--- src/rtl/mux_sel_reg.sv ---
// mux_sel_reg: N-channel selector with a single registered output entry.
// Picks one input channel per cycle (explicit sel or round-robin among valid
// channels) and moves its word into an output register with valid/ready
// handshakes on both sides.
//
// Parameters:
//   WIDTH - data bits per channel
//   NCH   - number of input channels (2..16)
//   MODE  - 0: explicit select via sel, 1: round-robin among valid channels
// Ports:
//   clk      - clock, rising edge
//   rst      - asynchronous active-high reset
//   in_data  - packed channel data, channel i at [i*WIDTH +: WIDTH]
//   in_valid - per-channel valid
//   in_ready - per-channel accept strobe (combinational, one-hot or zero)
//   sel      - channel select (MODE=0 only)
//   y        - registered selected word
//   y_valid  - y holds an unconsumed word
//   y_ready  - downstream accepts y this cycle
//   y_ch     - source channel of the word in y
//   err_sel  - sticky flag: sel was out of range in MODE=0
module mux_sel_reg #(
  parameter int unsigned WIDTH = 8,
  parameter int unsigned NCH   = 4,
  parameter int unsigned MODE  = 0,
  localparam int unsigned SELW = (NCH > 2) ? $clog2(NCH) : 1
) (
  input  logic                 clk,
  input  logic                 rst,
  input  logic [NCH*WIDTH-1:0] in_data,
  input  logic [NCH-1:0]       in_valid,
  output logic [NCH-1:0]       in_ready,
  input  logic [SELW-1:0]      sel,
  output logic [WIDTH-1:0]     y,
  output logic                 y_valid,
  input  logic                 y_ready,
  output logic [SELW-1:0]      y_ch,
  output logic                 err_sel
);

  logic             space;
  logic             sel_bad;
  logic             grant_ok;
  logic [SELW-1:0]  grant_idx;
  logic             grant_valid;
  logic [WIDTH-1:0] grant_data;
  logic             xfer;
  logic [SELW-1:0]  rr_ptr;
  logic [SELW-1:0]  rr_next;

  // Output entry can take a new word when empty or being drained this cycle.
  assign space   = !y_valid || y_ready;
  assign sel_bad = (MODE == 0) && (32'(sel) >= NCH);

  // Grant selection: explicit sel, or first valid channel at/after rr_ptr
  // with a second pass below rr_ptr to wrap around.
  always_comb begin
    grant_ok  = 1'b0;
    grant_idx = '0;
    if (MODE == 0) begin
      grant_ok  = !sel_bad;
      grant_idx = sel;
    end else begin
      for (int unsigned i = 0; i < NCH; i++) begin
        if (!grant_ok && in_valid[i] && (i >= 32'(rr_ptr))) begin
          grant_ok  = 1'b1;
          grant_idx = SELW'(i);
        end
      end
      for (int unsigned i = 0; i < NCH; i++) begin
        if (!grant_ok && in_valid[i]) begin
          grant_ok  = 1'b1;
          grant_idx = SELW'(i);
        end
      end
    end
  end

  // Data/valid mux for the granted channel.
  always_comb begin
    grant_valid = 1'b0;
    grant_data  = '0;
    for (int unsigned i = 0; i < NCH; i++) begin
      if (grant_idx == SELW'(i)) begin
        grant_valid = in_valid[i];
        grant_data  = in_data[i*WIDTH +: WIDTH];
      end
    end
  end

  assign xfer = grant_ok && grant_valid && space;

  // Accept strobe: only the granted channel, only with room, never in reset.
  always_comb begin
    in_ready = '0;
    for (int unsigned i = 0; i < NCH; i++) begin
      in_ready[i] = !rst && grant_ok && space && (grant_idx == SELW'(i));
    end
  end

  // Round-robin successor, modulo NCH (also for non-power-of-2 NCH).
  assign rr_next = (32'(grant_idx) == NCH - 1) ? '0 : grant_idx + SELW'(1);

  // Output register: load on transfer, clear valid on drain-only cycles.
  always_ff @(posedge clk or posedge rst) begin
    if (rst) begin
      y       <= '0;
      y_ch    <= '0;
      y_valid <= 1'b0;
    end else if (xfer) begin
      y       <= grant_data;
      y_ch    <= grant_idx;
      y_valid <= 1'b1;
    end else if (y_ready) begin
      y_valid <= 1'b0;
    end
  end

  // Round-robin pointer moves past the channel just served.
  always_ff @(posedge clk or posedge rst) begin
    if (rst) begin
      rr_ptr <= '0;
    end else if ((MODE == 1) && xfer) begin
      rr_ptr <= rr_next;
    end
  end

  // Sticky out-of-range select flag.
  always_ff @(posedge clk or posedge rst) begin
    if (rst) begin
      err_sel <= 1'b0;
    end else if (sel_bad) begin
      err_sel <= 1'b1;
    end
  end

endmodule

--- config.mk ---
export PLATFORM = sky130hd
export DESIGN_NAME = mux_sel_reg
export DESIGN_NICKNAME = d
export VERILOG_FILES = /design/src/rtl/mux_sel_reg.sv
export SDC_FILE = /design/constraint.sdc
export NUM_CORES = 1
export LEC_CHECK = 0
export ABC_AREA = 1
export CAP_MARGIN = 20
export CORE_UTILIZATION = 31
export DETAILED_ROUTE_END_ITERATION = 10
export PLACE_DENSITY = 0.75
export SYNTH_ARGS = -nofsm -noshare
export SYNTH_HDL_FRONTEND = slang
export SYNTH_SLANG_ARGS = --single-unit
--- constraint.sdc ---
create_clock -name clk -period 1.05 [get_ports clk]
set_input_delay 0.1575 -clock clk [delete_from_list [all_inputs] [get_ports clk]]
set_output_delay 0.1575 -clock clk [all_outputs]
set_load 0.005 [all_outputs]
### Word-level counts from Yosys, hierarchy flattened

Cells that the tools add are included.

| word-level totals | value |
|---|---|
| register bits after elaboration | 11 |
| bits of input ports | 41 |
| output and inout port bits | 16 |
| word-level logic and storage cells | 27 |

| cells by class | value |
|---|---|
| equal/unequal tests | 3 |
| mux-type cells | 10 |
| reduce and logical (&&, ||, !) cells | 11 |

Operators with widths:

| operator | count |
|---|---|
| $mux 8 | 4 |
| $logic_and 1x1->1 | 6 |
| $mux 1 | 6 |
| $eq 2x2->1 const B | 2 |
| $eq 2x1->1 const B | 1 |
| $logic_not 1->1 | 2 |
| $logic_not 2->1 | 1 |
| $reduce_bool 2->1 | 1 |
| $logic_or 1x1->1 | 1 |

### Longest topological paths before layout

Gate-level depths: netlist of the first run.

| depth | value |
|---|---|
| depth in word-level cells | 7 |
| gate-level depth with buffers | 8 |

### Worst setup path after synthesis of the first run

OpenSTA, ideal clock, no wires.

| path | value |
|---|---|
| path kind | register to register |
| start | register y_valid |
| end | register y_ch[0] |
| setup time | 0.066 ns |
| arrival time | 0.936 ns |
| slack | 0.048 ns |
| cell stages (with the launch flop) | 5 |
| path buffers | 1 |
| period minus slack after synthesis | 1.002 ns |
| path through | dfrtp_1 > nand2_1 > clkbuf_1 > nand3_1 > nand2_1 |

| between the ends | value |
|---|---|
| word-level cells in the longest chain between the ends | 3 |

RTL lines:

| what | RTL line | source |
|---|---|---|
| from (decl) | 35 | `output logic y_valid,` |
| from (signal assigned) | 109 | `y_valid <= 1'b0;` |
| from (signal assigned) | 113 | `y_valid <= 1'b1;` |
| from (signal assigned) | 115 | `y_valid <= 1'b0;` |
| $logic_not 1->1 | 52 | `assign space = !y_valid \|\| y_ready;` |
| $logic_or 1x1->1 | 52 |  |
| $logic_and 1x1->1 | 91 | `assign xfer = grant_ok && grant_valid && space;` |
| to (signal assigned) | 112 | `y_ch <= grant_idx;` |
| to (decl) | 37 | `output logic [SELW-1:0] y_ch,` |

No other way between the ends.
A chain may end at the register's enable or synchronous reset.

### Final worst setup path of the first run

| path | value |
|---|---|
| start | register y_valid |
| end | output port in_ready[2] |

| between the ends | value |
|---|---|
| word-level cells in the longest chain between the ends | 4 |

RTL lines:

| what | RTL line | source |
|---|---|---|
| $logic_not 1->1 | 52 |  |
| $logic_or 1x1->1 | 52 |  |
| $logic_and 1x1->1 (2 in series) | 97 | `in_ready[i] = !rst && grant_ok && space && (grant_idx == SELW'(i));` |
| to (decl) | 32 | `output logic [NCH-1:0] in_ready,` |

No other way between the ends.

==> reports/qor.txt, run 1 <==
Outcome = finished, violations left
Failing checks = setup timing
Initial antenna violation count = 0
Antenna Cells = 0
Max Buffers Root-to-Sink = 2
Unique masters post-synth = 20
Cell Rows = 18
Mean post-synth cell area = 7.30 um^2
Peak VDD IR = 0.00114 V
RSZ-0062 raised after global routing = true
CP Launch Type = register
Reg clk slew, reported paths = 70 ps
R2r setup slk = -140 ps
Synth Area in Compound Gates = 0.00607
CP endpoint kind = output port
Nets@finish = 226
Final hold vios = 0
Data arrival, critical path = 1050 ps
Horiz. Die Dim = 53.6 um
Critical path, cell by cell = nand2_2 -> nand2_4 -> nor3_2 -> buf_2
CTS Buf Count = 3
Synthesized Nets = 154
Worst Setup Path Type = reg -> out
Congestion Overflow GR = 0
Maximum clock frequency = 0.827 GHz
Warnings, synthesis = 0
Adder-Cell Fraction of Synth Area = 0
GPL Wtd Cong = 0.751
Final setup vio count = 15
Die height = 53.6 um
DR iter-0 viols = 18
DR vias = 1093
Layout cells sized above 1 = 0.321
Synth top area share = 0.334
First-pass GRT wire length = 4.39 mm
Mux cell area share after synthesis = 0
Drt drc = 0
Fin Setup TNS = -1740 ps
Initial Utilization = 0.330
Avg Vias per Cell = 5.11
CP max-delay cell = dfrtp_1
Core ar. = 2500 um^2
Detailed placement HPWL = 2.18 mm
Clock sink total = 11
Global-route track usage on met3 = 0.0621
Routed len/inst = 13.6 um
Fill count = 246
Synth area leader = dfrtp_1
Static Leak = 0.742 nW
Worst r2r path cells = 7
Ports = 57
Grt peak-use layer = met2
Vias in the first global route = 1052
Tmin final = 1210 ps
Met1 Usage GRT = 0.229
Routed Antenna Nets = 0
Register area share after synthesis = 0.334
Type of the worst min-delay path = in -> async
Xor/xnor cell area share of the yosys netlist = 0
Final WL = 2.91 mm
#FFs+latches synth = 11
CTS root buffer = clkbuf_4
Total GRT Usage = 0.215
Clk_skew = 6.66 ps
TritonRoute pass-1 iters = 4
Cells after Synth = 113
IO Port Bufs = 55
CTS tree = yes
Layout area overhead = 90.6%
CP Max Fanout = 4
Post-Syn Area = 825 um^2
Crit path required time = 890 ps
CP max stage delay = 390 ps
Largest net degree at the start of global routing = 21
Setup slack after layout = -160 ps
Synth Area in Simple Gates = 0.549
Largest family of logic cells by synthesized area = simple AND/OR/NAND/NOR gates
Largest cells by area after synthesis = dfrtp_1 33%, nand3_1 22%, nand2_1 15%
Fin. max-slew vios = 0
H-tree lvl count = 1
Skew-Pair Late Insertion Delay = 270 ps
Maximum capacitance violations = 0
Fin crit share = 1.15
Cell Pwr Density = 1030 nW/um^2
Met2 GRT Util = 0.410
Tot Pwr = 1.62 mW
Commonest non-fill, non-tap cell in the layout = clkdlybuf4s50_1
Die ar. = 2870 um^2
Most frequent cells in the layout = 38 x clkdlybuf4s50_1, 33 x nand3_1, 26 x nand2_1, 15 x buf_4, 11 x dfrtp_1
## cell families after synthesis
group	after synthesis
flops	11
other cells	1
compound gates	1
simple gates	87
buf+inv	13
## state kept, by name, summed over array words and instances, names as in the netlist
register,flops
y,8
y_ch,2
y_valid,1
## final timing paths
check / from / end
max in group asynchronous: rst / y_valid
worst max-delay path: y_valid / in_ready[2]
min in group clk: sel[1] / y_ch[1]
worst min register to register: y[1] / y[1]
worst max register to register: y_valid / y_valid
worst min-delay path: rst / y_ch[1]
## area by class of cell
type / instances / area, um^2 / area share
clock buffer: 4 / 26.3 / 0.0167
inverter: 4 / 17.5 / 0.0111
multi-input combinational: 89 / 519 / 0.330
sequential: 11 / 275 / 0.175
tap: 30 / 37.5 / 0.0239
timing repair buffer: 76 / 696 / 0.443
## where the power goes
| part | internal [mW] | switching [mW] |
|---|---|---|
| clock network | 0.147 | 0.134 |
| registers | 0.515 | 0.0576 |
| logic | 0.443 | 0.321 |
## routing by layer
| metal | share of wire | up-vias |
|---|---|---|
| met5 | 0 | - |
| li1 | - | 531 |
| met4 | 0.011 | 0 |
| met1 | 0.39 | 511 |
| met3 | 0.059 | 4 |
| met2 | 0.54 | 47 |
## stage by stage
| stage | hold slack (ps) | cells | util | instance area (um^2) | worst slack, ps |
|---|---|---|---|---|---|
| floorplan | 18.1 | 113 | - | 825 | 48.3 |
| global placement | 468 | 199 | 0.567 | 1420 | -635 |
| detailed placement | 467 | 199 | 0.567 | 1420 | -702 |
| CTS | 316 | 206 | 0.593 | 1480 | -162 |
| global route | 324 | 214 | 0.629 | 1570 | -237 |
| finish | 319 | 214 | 0.629 | 1570 | -160 |
## synth_stat cells
| library cell | count |
|---|---|
| nand3_1 | 36 |
| nand2_1 | 32 |
| dfrtp_1 | 11 |
| nand4_1 | 8 |
| buf_4 | 3 |
| buf_6 | 3 |
| nand3_2 | 3 |
| nor3_1 | 3 |
| buf_2 | 2 |
| inv_1 | 2 |
| clkbuf_1 | 1 |
| conb_1 | 1 |
| inv_2 | 1 |
| inv_4 | 1 |
| nand2_2 | 1 |
| nand4_4 | 1 |
| nor2_1 | 1 |
| nor2_8 | 1 |
| o21ai_0 | 1 |
| or2_0 | 1 |
## worst max-delay path, delay by kind of cell, from the launching register on
family | cells | cell delay, ps
DFF | 1 | 390
and+or+nand+nor | 3 | 260
buffers and inverters | 1 | 130
## what timing repair did
action	CTS	global route
setup endpoints to repair	26	24
cloned	0	1
gates resized for setup	48	27
buffers inserted	3	7
pin swaps	2	5
hold buffers	0	0
(Power assumes the default switching activity.)
==> run 2, diff against run 1 <==
Settings changed: CELL_PAD_IN_SITES_DETAIL_PLACEMENT from default to 1, CELL_PAD_IN_SITES_GLOBAL_PLACEMENT from default to 2, CORE_UTILIZATION 31 to 15, PLACE_DENSITY 0.75 to default, PLACE_DENSITY_LB_ADDON from default to 0.1.
==> reports/qor.txt, run 2 (synthesis results as in run 1) <==
Outcome = finished, violations left
Failing checks = setup timing
Initial Utilization = 0.158
DR vias = 1105
First-pass GRT wire length = 5.73 mm
Layout area overhead = 101%
Fin. max-slew vios = 0
Data arrival, critical path = 1020 ps
Area occupied by multi-input gates = 561 um^2
Nets@finish = 224
Die height = 76.1 um
Layout cells sized above 1 = 0.247
Top reg by flops = y
Reg clk slew, reported paths = 50 ps
DR iter-0 viols = 29
CTS Buf Count = 3
Cell family with most CP delay = flip-flops
Pre-CTS setup slack = -740 ps
Fin util = 0.319
Largest net degree at the start of global routing = 17
Number of flip-flops under the largest register name = 8
Final setup vio count = 5
Detailed placement HPWL = 2.71 mm
Final hold vios = 0
CP endpoint kind = output port
Worst r2r path cells = 5
Type of the worst min-delay path = in -> async
Worst Setup Path Type = reg -> out
Max Buffers Root-to-Sink = 2
Clk_skew = 2.47 ps
GPL Wtd Cong = 0.677
H-tree lvl count = 1
IO Port Bufs = 55
CP max-delay cell = dfrtp_1
Final WL = 3.59 mm
Commonest non-fill, non-tap cell in the layout = clkdlybuf4s50_1
Leading registers by flop count = y: 8 flops, y_ch: 2 flops, y_valid: 1 flops
Tmin final = 1180 ps
CP max stage delay = 390 ps
Congestion Overflow GR = 0
Maximum clock frequency = 0.847 GHz
Clock sink total = 11
Critical path, cell by cell = nand2_2 -> nand2_4 -> nor3_2 -> buf_2
Cell Rows = 26
Fin crit share = 1.12
Core ar. = 5200 um^2
Final instance area = 1660 um^2
Ports = 57
Drt drc = 0
Antenna Cells = 0
Routed Antenna Nets = 0
Fin Hold WS = 309 ps
Fin Setup TNS = -500 ps
Most frequent cells in the layout = 35 x clkdlybuf4s50_1, 34 x nand3_1, 30 x nand2_1, 14 x buf_4, 11 x dfrtp_1
Skew-Pair Late Insertion Delay = 230 ps
Crit. path cell count = 4
Cell Pwr Density = 1050 nW/um^2
Static Leak = 0.766 nW
Sequential cell area = 275 um^2
RSZ-0062 raised after global routing = true
Post-DP Area = 1490 um^2
CTS tree = yes
Total GRT Usage = 0.125
CP bufs+invs = 1
Fill count = 622
Horiz. Die Dim = 76.1 um
Vias in the first global route = 1190
Avg Vias per Cell = 4.38
Hold Buf Count CTS = 0
Die ar. = 5800 um^2
TritonRoute pass-1 iters = 4
Setup slack after layout = -131 ps
CP Max Fanout = 4
Maximum capacitance violations = 0
CTS root buffer = clkbuf_8
Routed len/inst = 14.3 um
Peak VDD IR = 0.000470 V
Crit path required time = 890 ps
Initial antenna violation count = 0
CP Launch Type = register
==> run 2: through the flow <==
stage,std cells,power (mW)
finish,252,1.74
global route,252,1.86
CTS,246,1.69
detailed placement,240,1.27
global placement,240,1.26
floorplan,113,0.830
==> run 2: power by group <==
part           internal [mW]  switching [mW]  total, mW  leakage [nW]
combinational          0.426           0.327      0.754         0.606
clock                  0.266           0.152      0.418        0.0228
sequential             0.516          0.0501      0.566         0.138
==> run 2: worst paths after layout <==
kind,from,end,slack [ps]
min in group clk,in_valid[2],y[2],470
hold / removal,rst,y[4],310
setup reg to reg,y_valid,y[7],10
hold reg to reg,y[5],y[5],470
setup / recovery,y_valid,in_ready[2],-130
max in group asynchronous,rst,y[7],590
==> run 2: routing by layer <==
layer / vias to the layer above / share of wire / global-route usage / wire [um]
li1: 536 / - / - / -
met4: 0 / 0 / 0.0115 / 0
met5: - / 0 / 0 / 0
met2: 30 / 0.54 / 0.249 / 1950
met1: 539 / 0.41 / 0.139 / 1480
met3: 0 / 0.045 / 0.0251 / 161
==> run 2: layout make-up <==
| cell class | instances | share of cell area |
|---|---|---|
| inverter | 4 | 0.0106 |
| tap | 70 | 0.0528 |
| timing repair buffer | 72 | 0.405 |
| sequential | 11 | 0.166 |
| clock buffer | 4 | 0.0272 |
| multi-input combinational | 91 | 0.338 |
==> run 2: what timing repair did <==
item | 4_1_cts | 5_1_grt
gates cloned | 1 | 1
buffers inserted | 2 | 5
endpoints found under the setup margin | 26 | 20
pin swaps | 4 | 1
resized for setup | 53 | 9
==> run 2: worst min-delay path: cells and delay by family <==
kind / cells / cell delay (ps)
buffers and inverters: 3 / 740
==> run 3, diff against run 2 <==
==> constraint.sdc (replaced) <==
create_clock -name clk -period 1.05 [get_ports clk]
set_input_delay 0.1575 -clock clk [delete_from_list [all_inputs] [get_ports clk]]
set_output_delay 0.1575 -clock clk [all_outputs]
set_load 0.05 [all_outputs]
==> reports/qor.txt, run 3 (synthesis results as in run 1) <==
Drt drc = 0
Max Buffers Root-to-Sink = 2
Antenna Cells = 0
Core ar. = 5200 um^2
Routed len/inst = 13.8 um
Maximum capacitance violations = 0
Reg clk slew, reported paths = 50 ps
Layout area overhead = 137%
Fin Hold WS = 318 ps
Cell Int Power = 1.49 mW
Tmin final = 1330 ps
Cell Pwr Density = 1260 nW/um^2
CTS root buffer = clkbuf_8
CP endpoint kind = output port
Setup slack after layout = -276 ps
GPL Wtd Cong = 0.744
Layout cells sized above 1 = 0.337
Skew-Pair Late Insertion Delay = 240 ps
Clock power share = 0.171
Crit Reg-Reg Startpoint = y_valid
CP max stage delay = 410 ps
Top reg by flops = y
Clock sink total = 11
Switching Share = 0.394
Area occupied by multi-input gates = 621 um^2
Detailed placement HPWL = 2.66 mm
Initial antenna violation count = 0
Clk_skew = 1.73 ps
Nets@finish = 226
CP Launch Type = register
Sequential cell area = 277 um^2
Final hold vios = 0
Vias in the first global route = 1198
Avg Vias per Cell = 4.24
Outcome = finished, violations left
Fin. max-slew vios = 0
Leading registers by flop count = y: 8 flops, y_ch: 2 flops, y_valid: 1 flops
CTS Buf Count = 3
R2r endpoint = y[0]
Worst Setup Path Type = reg -> out
Routed Antenna Nets = 0
Final setup vio count = 16
Placed insts = 243
Horiz. Die Dim = 76.1 um
Crit path required time = 890 ps
Final std cells w/o fill = 254
Fin crit share = 1.26
Final WL = 3.50 mm
Ports = 57
Worst setup path end = in_ready[2]
Die ar. = 5800 um^2
Comb power frac = 0.577
Congestion Overflow GR = 0
Static Leak = 0.834 nW
Commonest non-fill, non-tap cell in the layout = clkdlybuf4s50_1
Tot Pwr = 2.45 mW
Hold Buf Count CTS = 0
Data arrival, critical path = 1170 ps
CTS tree = yes
Fill count = 604
First-pass GRT wire length = 6.04 mm
Flop pwr share = 0.252
Peak VDD IR = 0.000375 V
DR iter-0 viols = 31
Cell Rows = 26
Switch Pwr = 0.967 mW
Die height = 76.1 um
Worst r2r path cells = 5
Number of flip-flops under the largest register name = 8
IO Port Bufs = 55
H-tree lvl count = 1
TritonRoute pass-1 iters = 4
Most frequent cells in the layout = 37 x clkdlybuf4s50_1, 31 x nand3_1, 29 x nand2_1, 18 x buf_12, 11 x buf_4
RSZ-0062 raised after global routing = true
Total GRT Usage = 0.130
CP max-delay cell = dfrtp_2
Initial Utilization = 0.158
Critical path, cell by cell = nand2_4 -> nand2_8 -> nor3_4 -> buf_12
Largest net degree at the start of global routing = 18
Type of the worst min-delay path = in -> async
R2r setup slk = -10 ps
DR vias = 1077
Crit path from = y_valid
Maximum clock frequency = 0.754 GHz
CP Max Fanout = 4
Failing checks = setup timing
## run 3: stage by stage
stage | util | TNS, ps | area (um^2) | worst slack, ps
after floorplan | - | -937 | 886 | -306
after global placement | 0.335 | -7240 | 1740 | -527
after detailed placement | 0.335 | -7330 | 1740 | -537
after CTS | 0.373 | -2080 | 1940 | -288
after global routing | 0.375 | -3640 | 1950 | -330
final | 0.375 | -2360 | 1950 | -276
## run 3: what timing repair did
action,CTS,global route
gates resized for setup,27,1
setup buffers,4,1
pin swaps,6,1
hold endpoints to repair,0,0
cloned,3,0
setup endpoints to repair,16,16
## run 3: layer usage
metal,routed length [um],track usage,share of wire,vias to the layer above
met5,0,0,0,-
met4,38,0.0404,0.011,0
met3,163,0.0180,0.047,4
met2,1850,0.245,0.53,40
met1,1450,0.151,0.41,492
li1,-,-,-,541
## run 3: how the worst min path moves through the flow
stage / slack, ps / to / cells past startpoint
global placement: 520 / y[4] / 2
floorplan: 40 / y[0] / 1
finish: 320 / y_valid / 3
global route: 350 / y[5] / 3
CTS: 320 / y_valid / 3
detailed placement: 530 / y[4] / 2
## run 3: power by group through the flow
stage / logic [mW] / clock network [mW] / registers, mW
after floorplan: 0.313 / 0 / 0.895
after global placement: 1.30 / 0 / 0.625
after detailed placement: 1.31 / 0 / 0.627
after CTS: 1.41 / 0.422 / 0.621
after global routing: 1.49 / 0.454 / 0.634
final: 1.41 / 0.421 / 0.619
## run 3: critical path, delay by kind of cell, from the launching register on
family,cells,cell delay [ps]
buf+inv,1,160
flops,1,410
simple gates,3,350
## run 3: cell type report
class	count	area share
Sequential cell	11	0.142
Tap cell	70	0.0449
Clock buffer	4	0.0231
Multi-Input combinational cell	91	0.318
Inverter	4	0.0128
Timing Repair Buffer	74	0.459
